`src/rtl/ads8588h_ser_ctrl_if.sv`:
```
// Pin and sample bus bundle for the ADS8588H serial-mode controller.
// The master side is the controller. The slave side is the ADC pins
// together with the downstream sample consumer.
interface ads8588h_ser_ctrl_if;
  logic        start;
  logic        adc_convst;
  logic        adc_busy;
  logic        adc_cs_n;
  logic        adc_sclk;
  logic        adc_douta;
  logic        adc_doutb;
  logic        adc_reset;
  logic        adc_par_ser;
  logic        ctrl_busy;
  logic        sample_valid;
  logic [1:0]  sample_ch;
  logic [15:0] sample_a;
  logic [15:0] sample_b;
  logic        timeout_err;

  modport master (
    input  start, adc_busy, adc_douta, adc_doutb,
    output adc_convst, adc_cs_n, adc_sclk, adc_reset, adc_par_ser,
    output ctrl_busy, sample_valid, sample_ch, sample_a, sample_b, timeout_err
  );

  modport slave (
    output start, adc_busy, adc_douta, adc_doutb,
    input  adc_convst, adc_cs_n, adc_sclk, adc_reset, adc_par_ser,
    input  ctrl_busy, sample_valid, sample_ch, sample_a, sample_b, timeout_err
  );
endinterface

```
`src/rtl/ads8588h_ser_ctrl.sv`:
```
// ADS8588H serial-mode host controller.
// It resets the ADC, issues CONVST, and tracks BUSY with timeouts. It then
// frames CS, generates SCLK, and deserialises DOUTA (ch1-4) and DOUTB (ch5-8)
// into 16-bit word pairs, which it emits as one strobe per channel pair.
// All outputs are registered.
module ads8588h_ser_ctrl #(
  parameter int CLK_DIV  = 1,
  parameter int T_CNV_HI = 20,
  parameter int T_RST    = 17,
  parameter int BUSY_TO  = 32,
  parameter int NCH      = 4
) (
  input  logic                  sys_clk,
  input  logic                  reset,
  ads8588h_ser_ctrl_if.master   bus
);

  localparam int CW    = 16;
  localparam int NBITS = 16 * NCH;
  localparam int BW    = $clog2(NBITS) + 1;
  localparam int DW    = $clog2(CLK_DIV) + 1;

  localparam logic [CW-1:0] T_RST_C   = CW'(T_RST);
  localparam logic [CW-1:0] T_CNV_C   = CW'(T_CNV_HI);
  localparam logic [CW-1:0] BUSY_TO_C = CW'(BUSY_TO);
  localparam logic [BW-1:0] NBITS_C   = BW'(NBITS);
  localparam logic [DW-1:0] DIV_END_C = DW'(CLK_DIV - 1);

  typedef enum logic [2:0] {
    ST_ADC_RST      = 3'd0,
    ST_IDLE         = 3'd1,
    ST_CNV_HI       = 3'd2,
    ST_WAIT_BUSY_HI = 3'd3,
    ST_WAIT_BUSY_LO = 3'd4,
    ST_CS_SETUP     = 3'd5,
    ST_SHIFT        = 3'd6,
    ST_CS_END       = 3'd7
  } state_t;

  state_t        state_q, state_d;
  logic [CW-1:0] cnt_q, cnt_d;          // ADC_RST / CONVST phase length
  logic [CW-1:0] to_q, to_d;            // cycles since CONVST rise
  logic [CW-1:0] bh_q, bh_d;            // cycles BUSY observed high
  logic          busy_seen_q, busy_seen_d;
  logic [DW-1:0] div_q, div_d;          // position within an SCLK half-period
  logic [BW-1:0] bit_q, bit_d;          // bits shifted in this frame
  logic [15:0]   sh_a_q, sh_a_d;
  logic [15:0]   sh_b_q, sh_b_d;

  logic          adc_convst_q, adc_convst_d;
  logic          adc_cs_n_q, adc_cs_n_d;
  logic          adc_sclk_q, adc_sclk_d;
  logic          adc_reset_q, adc_reset_d;
  logic          ctrl_busy_q, ctrl_busy_d;
  logic          sample_valid_q, sample_valid_d;
  logic [1:0]    sample_ch_q, sample_ch_d;
  logic [15:0]   sample_a_q, sample_a_d;
  logic [15:0]   sample_b_q, sample_b_d;
  logic          timeout_err_q, timeout_err_d;

  // Next-state and next-output computation for the conversion/readout sequencer.
  always_comb begin
    state_d        = state_q;
    cnt_d          = cnt_q;
    to_d           = to_q;
    bh_d           = bh_q;
    busy_seen_d    = busy_seen_q;
    div_d          = div_q;
    bit_d          = bit_q;
    sh_a_d         = sh_a_q;
    sh_b_d         = sh_b_q;
    adc_convst_d   = adc_convst_q;
    adc_cs_n_d     = adc_cs_n_q;
    adc_sclk_d     = adc_sclk_q;
    adc_reset_d    = adc_reset_q;
    sample_valid_d = 1'b0;
    sample_ch_d    = sample_ch_q;
    sample_a_d     = sample_a_q;
    sample_b_d     = sample_b_q;
    timeout_err_d  = timeout_err_q;

    case (state_q)
      ST_ADC_RST: begin
        if (cnt_q == T_RST_C) begin
          adc_reset_d = 1'b0;
          cnt_d       = {CW{1'b0}};
          state_d     = ST_IDLE;
        end else begin
          adc_reset_d = 1'b1;
          cnt_d       = cnt_q + CW'(1);
        end
      end

      ST_IDLE: begin
        if (bus.start) begin
          adc_convst_d = 1'b1;
          cnt_d        = CW'(1);
          to_d         = CW'(1);
          bh_d         = {CW{1'b0}};
          busy_seen_d  = 1'b0;
          state_d      = ST_CNV_HI;
        end else begin
          adc_convst_d = 1'b0;
        end
      end

      // BUSY rises tens of ns after CONVST and a short conversion can even
      // finish while CONVST is still high, so BUSY is already watched here.
      ST_CNV_HI: begin
        to_d = to_q + CW'(1);
        if (bus.adc_busy) begin
          busy_seen_d = 1'b1;
          bh_d        = bh_q + CW'(1);
        end else begin
          bh_d        = bh_q;
        end
        if (cnt_q == T_CNV_C) begin
          adc_convst_d = 1'b0;
          state_d      = ST_WAIT_BUSY_HI;
        end else begin
          cnt_d        = cnt_q + CW'(1);
        end
      end

      ST_WAIT_BUSY_HI: begin
        to_d = to_q + CW'(1);
        if (busy_seen_q || bus.adc_busy) begin
          busy_seen_d = 1'b1;
          state_d     = ST_WAIT_BUSY_LO;
        end else if (to_q >= BUSY_TO_C) begin
          timeout_err_d = 1'b1;
          cnt_d         = {CW{1'b0}};
          state_d       = ST_ADC_RST;
        end else begin
          state_d       = ST_WAIT_BUSY_HI;
        end
      end

      ST_WAIT_BUSY_LO: begin
        if (!bus.adc_busy) begin
          adc_cs_n_d = 1'b0;
          state_d    = ST_CS_SETUP;
        end else begin
          bh_d = bh_q + CW'(1);
          if (bh_d >= BUSY_TO_C) begin
            timeout_err_d = 1'b1;
            cnt_d         = {CW{1'b0}};
            state_d       = ST_ADC_RST;
          end else begin
            state_d       = ST_WAIT_BUSY_LO;
          end
        end
      end

      // CS has been low for one cycle; the first SCLK low phase starts now.
      ST_CS_SETUP: begin
        adc_sclk_d = 1'b0;
        div_d      = {DW{1'b0}};
        bit_d      = {BW{1'b0}};
        state_d    = ST_SHIFT;
      end

      ST_SHIFT: begin
        if (div_q == DIV_END_C) begin
          div_d = {DW{1'b0}};
          if (!adc_sclk_q) begin
            // SCLK low->high: take the bit the ADC has been presenting.
            adc_sclk_d = 1'b1;
            sh_a_d     = {sh_a_q[14:0], bus.adc_douta};
            sh_b_d     = {sh_b_q[14:0], bus.adc_doutb};
            bit_d      = bit_q + BW'(1);
            if (bit_q[3:0] == 4'hF) begin
              sample_a_d     = sh_a_d;
              sample_b_d     = sh_b_d;
              sample_ch_d    = 2'(bit_q >> 3'd4);
              sample_valid_d = 1'b1;
            end else begin
              sample_valid_d = 1'b0;
            end
          end else if (bit_q == NBITS_C) begin
            adc_cs_n_d = 1'b1;
            state_d    = ST_CS_END;
          end else begin
            adc_sclk_d = 1'b0;
          end
        end else begin
          div_d = div_q + DW'(1);
        end
      end

      ST_CS_END: begin
        adc_cs_n_d = 1'b1;
        adc_sclk_d = 1'b1;
        state_d    = ST_IDLE;
      end

      default: begin
        adc_convst_d = 1'b0;
        adc_cs_n_d   = 1'b1;
        adc_sclk_d   = 1'b1;
        cnt_d        = {CW{1'b0}};
        state_d      = ST_ADC_RST;
      end
    endcase

    ctrl_busy_d = (state_d != ST_IDLE);
  end

  // State and output registers with synchronous reset into ADC_RST.
  always_ff @(posedge sys_clk) begin
    if (reset) begin
      state_q        <= ST_ADC_RST;
      cnt_q          <= {CW{1'b0}};
      to_q           <= {CW{1'b0}};
      bh_q           <= {CW{1'b0}};
      busy_seen_q    <= 1'b0;
      div_q          <= {DW{1'b0}};
      bit_q          <= {BW{1'b0}};
      sh_a_q         <= 16'h0000;
      sh_b_q         <= 16'h0000;
      adc_convst_q   <= 1'b0;
      adc_cs_n_q     <= 1'b1;
      adc_sclk_q     <= 1'b1;
      adc_reset_q    <= 1'b0;
      ctrl_busy_q    <= 1'b1;
      sample_valid_q <= 1'b0;
      sample_ch_q    <= 2'd0;
      sample_a_q     <= 16'h0000;
      sample_b_q     <= 16'h0000;
      timeout_err_q  <= 1'b0;
    end else begin
      state_q        <= state_d;
      cnt_q          <= cnt_d;
      to_q           <= to_d;
      bh_q           <= bh_d;
      busy_seen_q    <= busy_seen_d;
      div_q          <= div_d;
      bit_q          <= bit_d;
      sh_a_q         <= sh_a_d;
      sh_b_q         <= sh_b_d;
      adc_convst_q   <= adc_convst_d;
      adc_cs_n_q     <= adc_cs_n_d;
      adc_sclk_q     <= adc_sclk_d;
      adc_reset_q    <= adc_reset_d;
      ctrl_busy_q    <= ctrl_busy_d;
      sample_valid_q <= sample_valid_d;
      sample_ch_q    <= sample_ch_d;
      sample_a_q     <= sample_a_d;
      sample_b_q     <= sample_b_d;
      timeout_err_q  <= timeout_err_d;
    end
  end

  assign bus.adc_convst   = adc_convst_q;
  assign bus.adc_cs_n     = adc_cs_n_q;
  assign bus.adc_sclk     = adc_sclk_q;
  assign bus.adc_reset    = adc_reset_q;
  assign bus.adc_par_ser  = 1'b1;
  assign bus.ctrl_busy    = ctrl_busy_q;
  assign bus.sample_valid = sample_valid_q;
  assign bus.sample_ch    = sample_ch_q;
  assign bus.sample_a     = sample_a_q;
  assign bus.sample_b     = sample_b_q;
  assign bus.timeout_err  = timeout_err_q;

endmodule

```
`src/flat_wrapper.sv`:
```
// flat-port wrapper written by rule: the top's interface ports become plain ports
module ads8588h_ser_ctrl_flat 
#(
  parameter int CLK_DIV  = 1,
  parameter int T_CNV_HI = 20,
  parameter int T_RST    = 17,
  parameter int BUSY_TO  = 32,
  parameter int NCH      = 4
)
  (sys_clk, reset, bus_start, bus_adc_busy, bus_adc_douta, bus_adc_doutb, bus_adc_convst, bus_adc_cs_n, bus_adc_sclk, bus_adc_reset, bus_adc_par_ser, bus_ctrl_busy, bus_sample_valid, bus_sample_ch, bus_sample_a, bus_sample_b, bus_timeout_err);
  ads8588h_ser_ctrl_if bus_i ();
  input  logic sys_clk;
  input  logic reset;
  input wire logic [$bits(bus_i.start)-1:0] bus_start;
  input wire logic [$bits(bus_i.adc_busy)-1:0] bus_adc_busy;
  input wire logic [$bits(bus_i.adc_douta)-1:0] bus_adc_douta;
  input wire logic [$bits(bus_i.adc_doutb)-1:0] bus_adc_doutb;
  output wire logic [$bits(bus_i.adc_convst)-1:0] bus_adc_convst;
  output wire logic [$bits(bus_i.adc_cs_n)-1:0] bus_adc_cs_n;
  output wire logic [$bits(bus_i.adc_sclk)-1:0] bus_adc_sclk;
  output wire logic [$bits(bus_i.adc_reset)-1:0] bus_adc_reset;
  output wire logic [$bits(bus_i.adc_par_ser)-1:0] bus_adc_par_ser;
  output wire logic [$bits(bus_i.ctrl_busy)-1:0] bus_ctrl_busy;
  output wire logic [$bits(bus_i.sample_valid)-1:0] bus_sample_valid;
  output wire logic [$bits(bus_i.sample_ch)-1:0] bus_sample_ch;
  output wire logic [$bits(bus_i.sample_a)-1:0] bus_sample_a;
  output wire logic [$bits(bus_i.sample_b)-1:0] bus_sample_b;
  output wire logic [$bits(bus_i.timeout_err)-1:0] bus_timeout_err;
  assign bus_i.start = bus_start;
  assign bus_i.adc_busy = bus_adc_busy;
  assign bus_i.adc_douta = bus_adc_douta;
  assign bus_i.adc_doutb = bus_adc_doutb;
  assign bus_adc_convst = bus_i.adc_convst;
  assign bus_adc_cs_n = bus_i.adc_cs_n;
  assign bus_adc_sclk = bus_i.adc_sclk;
  assign bus_adc_reset = bus_i.adc_reset;
  assign bus_adc_par_ser = bus_i.adc_par_ser;
  assign bus_ctrl_busy = bus_i.ctrl_busy;
  assign bus_sample_valid = bus_i.sample_valid;
  assign bus_sample_ch = bus_i.sample_ch;
  assign bus_sample_a = bus_i.sample_a;
  assign bus_sample_b = bus_i.sample_b;
  assign bus_timeout_err = bus_i.timeout_err;
  ads8588h_ser_ctrl #(.CLK_DIV(CLK_DIV), .T_CNV_HI(T_CNV_HI), .T_RST(T_RST), .BUSY_TO(BUSY_TO), .NCH(NCH)) u_core (.sys_clk(sys_clk), .reset(reset), .bus(bus_i));
endmodule
```
`config.mk`:
```
export PLATFORM = sky130hd
export DESIGN_NAME = ads8588h_ser_ctrl_flat
export DESIGN_NICKNAME = d
export VERILOG_FILES = /design/src/rtl/ads8588h_ser_ctrl_if.sv /design/src/rtl/ads8588h_ser_ctrl.sv /design/src/flat_wrapper.sv
export SDC_FILE = /design/constraint.sdc
export NUM_CORES = 1
export LEC_CHECK = 0
export ABC_AREA = 1
export CAP_MARGIN = 20
export CORE_MARGIN = 2
export CORE_UTILIZATION = 40
export DETAILED_ROUTE_END_ITERATION = 6
export PLACE_DENSITY = 0.64
export SYNTH_ARGS = -nofsm -noshare
export SYNTH_HDL_FRONTEND = slang
export SYNTH_SLANG_ARGS = --single-unit
```
`constraint.sdc`:
```
create_clock -name sys_clk -period 2 [get_ports sys_clk]
set_input_delay 0.4 -clock sys_clk [delete_from_list [all_inputs] [get_ports sys_clk]]
set_output_delay 0.4 -clock sys_clk [all_outputs]
set_load 0.005 [all_outputs]
```
==> summary.md, run 1 <==
| Metric | Value |
|---|---|
| Fin Clk Skew | 0.00840 ns |
| P&R area growth vs syn | 24.8% |
| Cell variety after synth | 41 |
| Global-route wire length before repair | 23,900 um |
| Max-Cap Viols | 0 |
| Setup slack at placement | -0.0323 ns |
| RePlAce Congestion | 0.824 |
| I/O Buffers | 46 |
| Pint | 4.65 mW |
| Fin cells | 1,121 |
| CTS root buf | clkbuf_16 |
| Clk slew on worst S/H paths | 0.06 ns |
| Largest stage delay, worst path | 0.37 ns |
| Total core area | 15,100 um^2 |
| Post-route DRC | 0 |
| Syn avg cell area | 7.15 um^2 |
| CP delay by family, top | simple AND/OR/NAND/NOR gates |
| Drt pass-1 iters | 5 |
| Setup violations, final | 0 |
| Via/cell ratio | 5.02 |
| Synthesis Warnings | 0 |
| Post-CTS Hold Fix Bufs | 0 |
| Min setup slack post-route | 0.0804 ns |
| Fin crit share | 96.0% |
| Switching share of power | 21.9% |
| Number of hold violations in the final report | 0 |
| Die Area | 16,300 um^2 |
| Crit path required time | 2.30 ns |
| Peak VDD IR | 0.000625 V |
| Crit path cell chain | inv_1, ha_1, nand2_1, nor2_1, nand3_1, nand4_1, nor2_4, buf_12, nand2_4, nand2_2, a21oi_2 |
| R2r setup slk | 0.08 ns |
| Row count | 45 |
| Ports | 48 |
| CP arrival | 2.22 ns |
| Clk pwr share | 54.2% |
| Crit end category | flop |
| Post-Syn Nets | 872 |
| RSZ-0062 raised after global routing | yes |
| Hpwl dp | 9970 um |
| Mapped Cells | 858 |
| Total power divided by cell area | 777 nW/um^2 |
| Max frequency | 0.521 GHz |
| Finished Cell Area | 7660 um^2 |
| Asr flop ratio synth | 0% |
| Diodes inserted | 0 |
| FF-to-FF path depth | 11 |
| Part of the Yosys area used for sequential elements | 42.4% |
| Commonest non-fill, non-tap cells in the layout | nand2_1 (181), dfxtp_1 (125), inv_1 (96), a21oi_1 (94), nand3_1 (69) |
| P_leak | 2.97 nW |
| Worst setup SP type | flop |
| Clk buf depth | 2 |
| Net Switching | 1.31 mW |
| Initial DRC Count | 284 |
| Initial antenna violation count | 0 |
| Total power | 5.95 mW |
| CTS H-tree lvls | 4 |
| Worst Hold End | u_core.bus.sample_b[0]$_SDFFE_PP0P_ |
| Area after DPL | 6920 um^2 |
| Total gr overflow | 0 |
| Avg WL per Cell | 13.1 um |
| Max Slew Vio Count | 0 |
| Fin crit period | 1.92 ns |
| Worst-Skew Late Latency | 0.42 ns |
| Number of synthesized flops with an enable pin | 0 |
| Share of cells above drive strength 1 | 12.9% |
| Total CTS buffers | 17 |
| Seq cells post-synth | 130 |
| Number of global-route vias before repair | 5,066 |
| WP buf/inv | 2 |
| WL final | 14,700 um |
| Antenna Violating Nets Remaining | 0 |
| Via Count | 5,628 |
| Crit path max-delay cell type | dfxtp_1 |
| Logic pwr share | 2.0% |
| Hold path start | reset |
| Reg-to-reg critical path startpoint | u_core.cnt_q[0]$_SDFFE_PP0P_ |
| Die Width | 128 um |
| Critical Path Fanout Max | 8 |
| GRT Overall Usage | 18.1% |
| Starting Density | 40.7% |
| Ys flop type | dfxtp_1 |
| Dpl cells | 1,087 |
| Overall die height | 128 um |
| Kind of critical path | flop to flop |
| Largest net degree at the start of global routing | 37 |
| Mapped cell area | 6130 um^2 |
| Sink Count | 130 |
| Commonest non-fill, non-tap cell in the layout | nand2_1 |
| RR Endpoint | u_core.cnt_q[14]$_SDFFE_PP0P_ |
| Reg power frac | 43.7% |
| Status | finished, final reports clean |
| Worst Hold Depth | 2 |
| Nets | 935 |
| Hold Path Class | primary input to flop |
| CTS tree | built |
==> power groups by stage <==
stage               clock network, mW  registers (mW)  logic (mW)
floorplan                           0            2.66      0.0787
global placement                    0            2.66       0.123
detailed placement                  0            2.66       0.123
CTS                              3.28            2.60       0.123
global route                     3.43            2.60       0.138
finish                           3.23            2.60       0.122
==> flip-flops by register name, indices dropped and copies added (netlist names), 2 cells and up <==
signal / count
u_core.bh_q: 16
u_core.bus.sample_a: 16
u_core.bus.sample_b: 16
u_core.cnt_q: 16
u_core.to_q: 16
u_core.sh_a_q: 15
u_core.sh_b_q: 15
u_core.bit_q: 7
u_core.state_q: 3
u_core.bus.sample_ch: 2
==> cell usage after synthesis, types with 3 or more instances <==
library cell,instances,share of area (%)
nand2_1,182,11
dfxtp_1,130,42
inv_1,97,5.9
a21oi_1,95,7.8
nand3_1,70,5.7
nor2_1,68,4.2
o21ai_0,58,4.7
clkbuf_1,24,1.5
nor3_1,21,1.7
nand2_2,14,1.4
nand4_1,13,1.3
a21oi_2,10,1.4
xor2_1,9,1.3
ha_1,8,1.6
nor2_4,7,1.3
a211oi_1,6,0.73
buf_2,6,0.49
a22oi_1,4,0.49
nor2_2,4,0.41
a221oi_1,3,0.43
nand2_4,3,0.55
==> layer usage <==
| layer | up-vias | track usage, % | routed length, um |
|---|---|---|---|
| li1 | 2944 | - | - |
| met1 | 2575 | 23.7 | 6950 |
| met2 | 89 | 28.8 | 6860 |
| met3 | 20 | 5.01 | 581 |
| met4 | 0 | 6.40 | 261 |
| met5 | - | 0 | 0 |
==> how the worst max path moves through the flow <==
stage / from / endpoint / slack (ns) / cells after the start
4_1_cts: u_core.bh_q[0]$_SDFFE_PP0P_ / u_core.cnt_q[15]$_SDFFE_PP0P_ / 0.08 / 14
6_report: u_core.cnt_q[0]$_SDFFE_PP0P_ / u_core.cnt_q[14]$_SDFFE_PP0P_ / 0.08 / 11
3_3_place_gp: bus_adc_busy / u_core.cnt_q[15]$_SDFFE_PP0P_ / 0.02 / 10
2_1_floorplan: u_core.bh_q[0]$_SDFFE_PP0P_ / u_core.bus.timeout_err$_SDFFE_PP0P_ / 0.19 / 13
3_5_place_dp: bus_adc_busy / u_core.cnt_q[15]$_SDFFE_PP0P_ / -0.03 / 10
5_1_grt: u_core.bh_q[1]$_SDFFE_PP0P_ / u_core.cnt_q[1]$_SDFFE_PP0P_ / -0.03 / 14
==> cells by family (layout without fill, tap and decap cells) <==
family | Yosys count | count (layout) | synth area share (%)
AO/OA/AOI/OAI | 186 | 186 | 16.7
XOR/XNOR | 10 | 10 | 1.43
adder cells (fa/ha/maj) | 8 | 8 | 1.63
buffers and inverters | 133 | 206 | 8.65
flip-flops | 130 | 130 | 42.4
other | 1 | 1 | 0.0611
AND/OR/NAND/NOR | 390 | 392 | 29.1
==> cell type report <==
cell class,instances,area [um^2]
repair buffers,76,751
inverters,99,372
well taps,188,235
clock inverters,13,173
clock buffers,18,439
fillers,1476,7430
flip-flops and latches,130,2610
multi-input cells,597,3080
==> stage by stage <==
step	setup TNS [ns]	hold slack, ns	util, %
after floorplan	0	0.422	-
after CTS	0	0.305	49.9
after detailed placement	-0.106	0.451	45.9
final	0	0.305	50.8
after global routing	-0.142	0.330	50.8
after global placement	0	0.444	45.9
==> repair_timing <==
action                     4_1_cts  5_1_grt
setup endpoints to repair        0       22
setup buffers                    0        1
resized for setup                0       23
Note: power is estimated with default switching activity, not from simulation.
==> inputs of run 2 (changes only) <==
--- a/config.mk
+++ b/config.mk
@@ -5,7 +5,6 @@
 export SDC_FILE = /design/constraint.sdc
 export NUM_CORES = 1
 export LEC_CHECK = 0
-export ABC_AREA = 1
 export CAP_MARGIN = 20
 export CORE_MARGIN = 2
 export CORE_UTILIZATION = 40
==> summary.md, run 2 <==
| Metric | Value |
|---|---|
| Status | finished, violations left |
| Violated checks | negative setup slack |
| Worst-Skew Late Latency | 0.42 ns |
| Number of synthesized flops with an enable pin | 0 |
| Drt pass-1 iters | 7 |
| Largest net degree at the start of global routing | 58 |
| Die Width | 125 um |
| Filler Cell Count | 1,338 |
| Area leader, netlist | dfxtp_1 |
| Yosys top cell area share | 44.3% |
| Synthesis Warnings | 0 |
| Area after DPL | 6980 um^2 |
| Max frequency | 0.481 GHz |
| Util after Layout | 53.3% |
| Switching share of power | 21.8% |
| Number of hold violations in the final report | 0 |
| Mapped cell area | 5880 um^2 |
| Via/cell ratio | 5.26 |
| Commonest non-fill, non-tap cell in the layout | nand2_1 |
| Global-route wire length before repair | 24,400 um |
| Max-Cap Viols | 0 |
| Total power | 5.69 mW |
| Part of the Yosys area used for sequential elements | 44.3% |
| Diodes inserted | 0 |
| Max Slew Vio Count | 0 |
| Clk slew on worst S/H paths | 0.06 ns |
| Finished Cell Area | 7690 um^2 |
| CP arrival | 2.41 ns |
| Row count | 44 |
| Total CTS buffers | 17 |
| Total core area | 14,400 um^2 |
| Peak VDD IR | 0.000651 V |
| Asr flop ratio synth | 0% |
| CTS root buf | clkbuf_16 |
| Fin crit period | 2.08 ns |
| Hold Path Class | primary input to flop |
| Die Area | 15,700 um^2 |
| Post-CTS Hold Fix Bufs | 0 |
| Reg power frac | 45.7% |
| RSZ-0062 raised after global routing | yes |
| Overall die height | 125 um |
| Relative max-transition margin | 59.0% |
| Leading cell type by number of instances after synthesis | nand2_1 |
| Post-Syn Nets | 772 |
| Kind of critical path | flop to flop |
| Ys flop type | dfxtp_1 |
| Worst setup SP type | flop |
| Nets | 867 |
| Initial DRC Count | 335 |
| Clk pwr share | 52.0% |
| Post-route DRC | 0 |
| Hpwl dp | 9980 um |
| Mapped Cells | 758 |
| Logic pwr share | 2.3% |
| Starting Density | 40.8% |
| Avg WL per Cell | 13.5 um |
| CTS H-tree lvls | 4 |
| Via Count | 5,528 |
| Clk buf depth | 2 |
| GRT Overall Usage | 18.7% |
| WL final | 14,200 um |
| Fin cells | 1,050 |
| Total gr overflow | 0 |
| Critical Path Fanout Max | 11 |
| Most frequent cells after synthesis | nand2_1 (173), dfxtp_1 (130), a21oi_1 (111) |
| Ports | 48 |
| WHS | 0.286 ns |
| I/O Buffers | 46 |
| Min setup slack post-route | -0.0771 ns |
| RePlAce Congestion | 0.850 |
| Sink Count | 130 |
| Slew @ Worst Pin | 0.615 ns |
| Net Switching | 1.24 mW |
| Fin crit share | 104% |
| Cell variety after synth | 62 |
| Seq cells post-synth | 130 |
| Crit path required time | 2.34 ns |
| Number of global-route vias before repair | 5,237 |
| Commonest non-fill, non-tap cells in the layout | nand2_1 (173), dfxtp_1 (121), a21oi_1 (111), buf_4 (72), nor2_1 (60) |
| Initial antenna violation count | 0 |
| Share of cells above drive strength 1 | 17.3% |
| P&R area growth vs syn | 30.8% |
| Fin Clk Skew | 0.0212 ns |
| Antenna Violating Nets Remaining | 0 |
| Synth top area cells | dfxtp_1 (44%), nand2_1 (11%), a21oi_1 (9.4%), nor2_1 (3.9%), clkbuf_1 (2.2%) |
| Syn avg cell area | 7.76 um^2 |
| Total power divided by cell area | 740 nW/um^2 |
| Dpl cells | 1,016 |
| CTS tree | built |
| Setup violations, final | 16 |
| Crit end category | flop |
| P_leak | 2.77 nW |
| Pint | 4.45 mW |
==> run 2: cell types whose count changed in the layout (fill, tap and decap cells not counted), moves of 15 or more <==
cell / change
inv_1: -81
buf_4: +49
nand3_1: -48
o21ai_0: -36
a21oi_1: +17
nand2_2: -15
==> run 2: timing repair <==
action                                  in CTS  in global routing
resized for setup                           20                 12
endpoints found under the setup margin      18                 47
setup buffers                                1                  1
pin swaps                                    5                  9
==> run 2: cell families (layout without fill, tap and decap cells) <==
family	count (synthesis)	count (layout)	synth area share (%)
simple gates	350	350	27.6
compound gates	184	184	18.1
flops	130	130	44.3
buf+inv	61	169	4.32
xor+xnor	12	12	1.79
mux	12	12	2.13
fa+ha+maj	8	8	1.70
other cells	1	1	0.0638
==> run 2: path summary, 6_finish.rpt <==
| path | startpoint | to | slack, ns | cells past startpoint |
|---|---|---|---|---|
| setup reg to reg | u_core.bh_q[0]$_SDFFE_PP0P_ | u_core.cnt_q[14]$_SDFFE_PP0P_ | -0.08 | 9 |
| hold reg to reg | u_core.bus.sample_a[0]$_SDFFE_PP0P_ | u_core.bus.sample_a[0]$_SDFFE_PP0P_ | 0.45 | 2 |
| setup / recovery | u_core.bh_q[0]$_SDFFE_PP0P_ | u_core.cnt_q[14]$_SDFFE_PP0P_ | -0.08 | 9 |
| hold / removal | reset | u_core.state_q[0]$_SDFF_PP0_ | 0.29 | 2 |
==> run 2: through the flow <==
stage / TNS (ns) / worst slack, ns
floorplan: 0 / 0.0295
global placement: -3.44 / -0.134
detailed placement: -5.08 / -0.223
CTS: -0.607 / -0.0594
global route: -2.25 / -0.172
finish: -0.710 / -0.0771
==> run 2: power by group through the flow <==
stage                     logic, mW  registers [mW]  clock network [mW]
after floorplan              0.0757            2.66                   0
after global placement        0.124            2.66                   0
after detailed placement      0.127            2.66                   0
after CTS                     0.128            2.60                3.01
after global routing          0.141            2.60                3.14
final                         0.129            2.60                2.96
==> run 2: cell type report <==
cell class                      instances  area, um^2  area share (%)
Clock buffer                           21         470            6.12
Clock inverter                         11         106            1.38
Inverter                               15        56.3           0.732
Multi-Input combinational cell        567        3130            40.7
Sequential cell                       130        2610            34.0
Tap cell                              184         230            2.99
Timing Repair Buffer                  122        1080            14.1
==> run 2: metal layers <==
layer  routed length, um  GRT usage [%]  vias up  part of all wire (%)
li1                    -              -     2804                     -
met3                 391           4.28       12                   2.8
met1                6690           24.3     2625                    47
met4                 146           6.86        0                   1.0
met5                   0              0        -                     0
met2                6940           30.4       87                    49
==> run 2: critical path: stages (launching register included) <==
cell and delay [ns]:
dfxtp_2 0.33, ha_2 0.18, and4_4 0.23, and3_4 0.22, mux2i_4 0.24, o2111ai_4 0.17
o21bai_4 0.21, buf_12 0.15, a21oi_1 0.07, mux2i_1 0.17
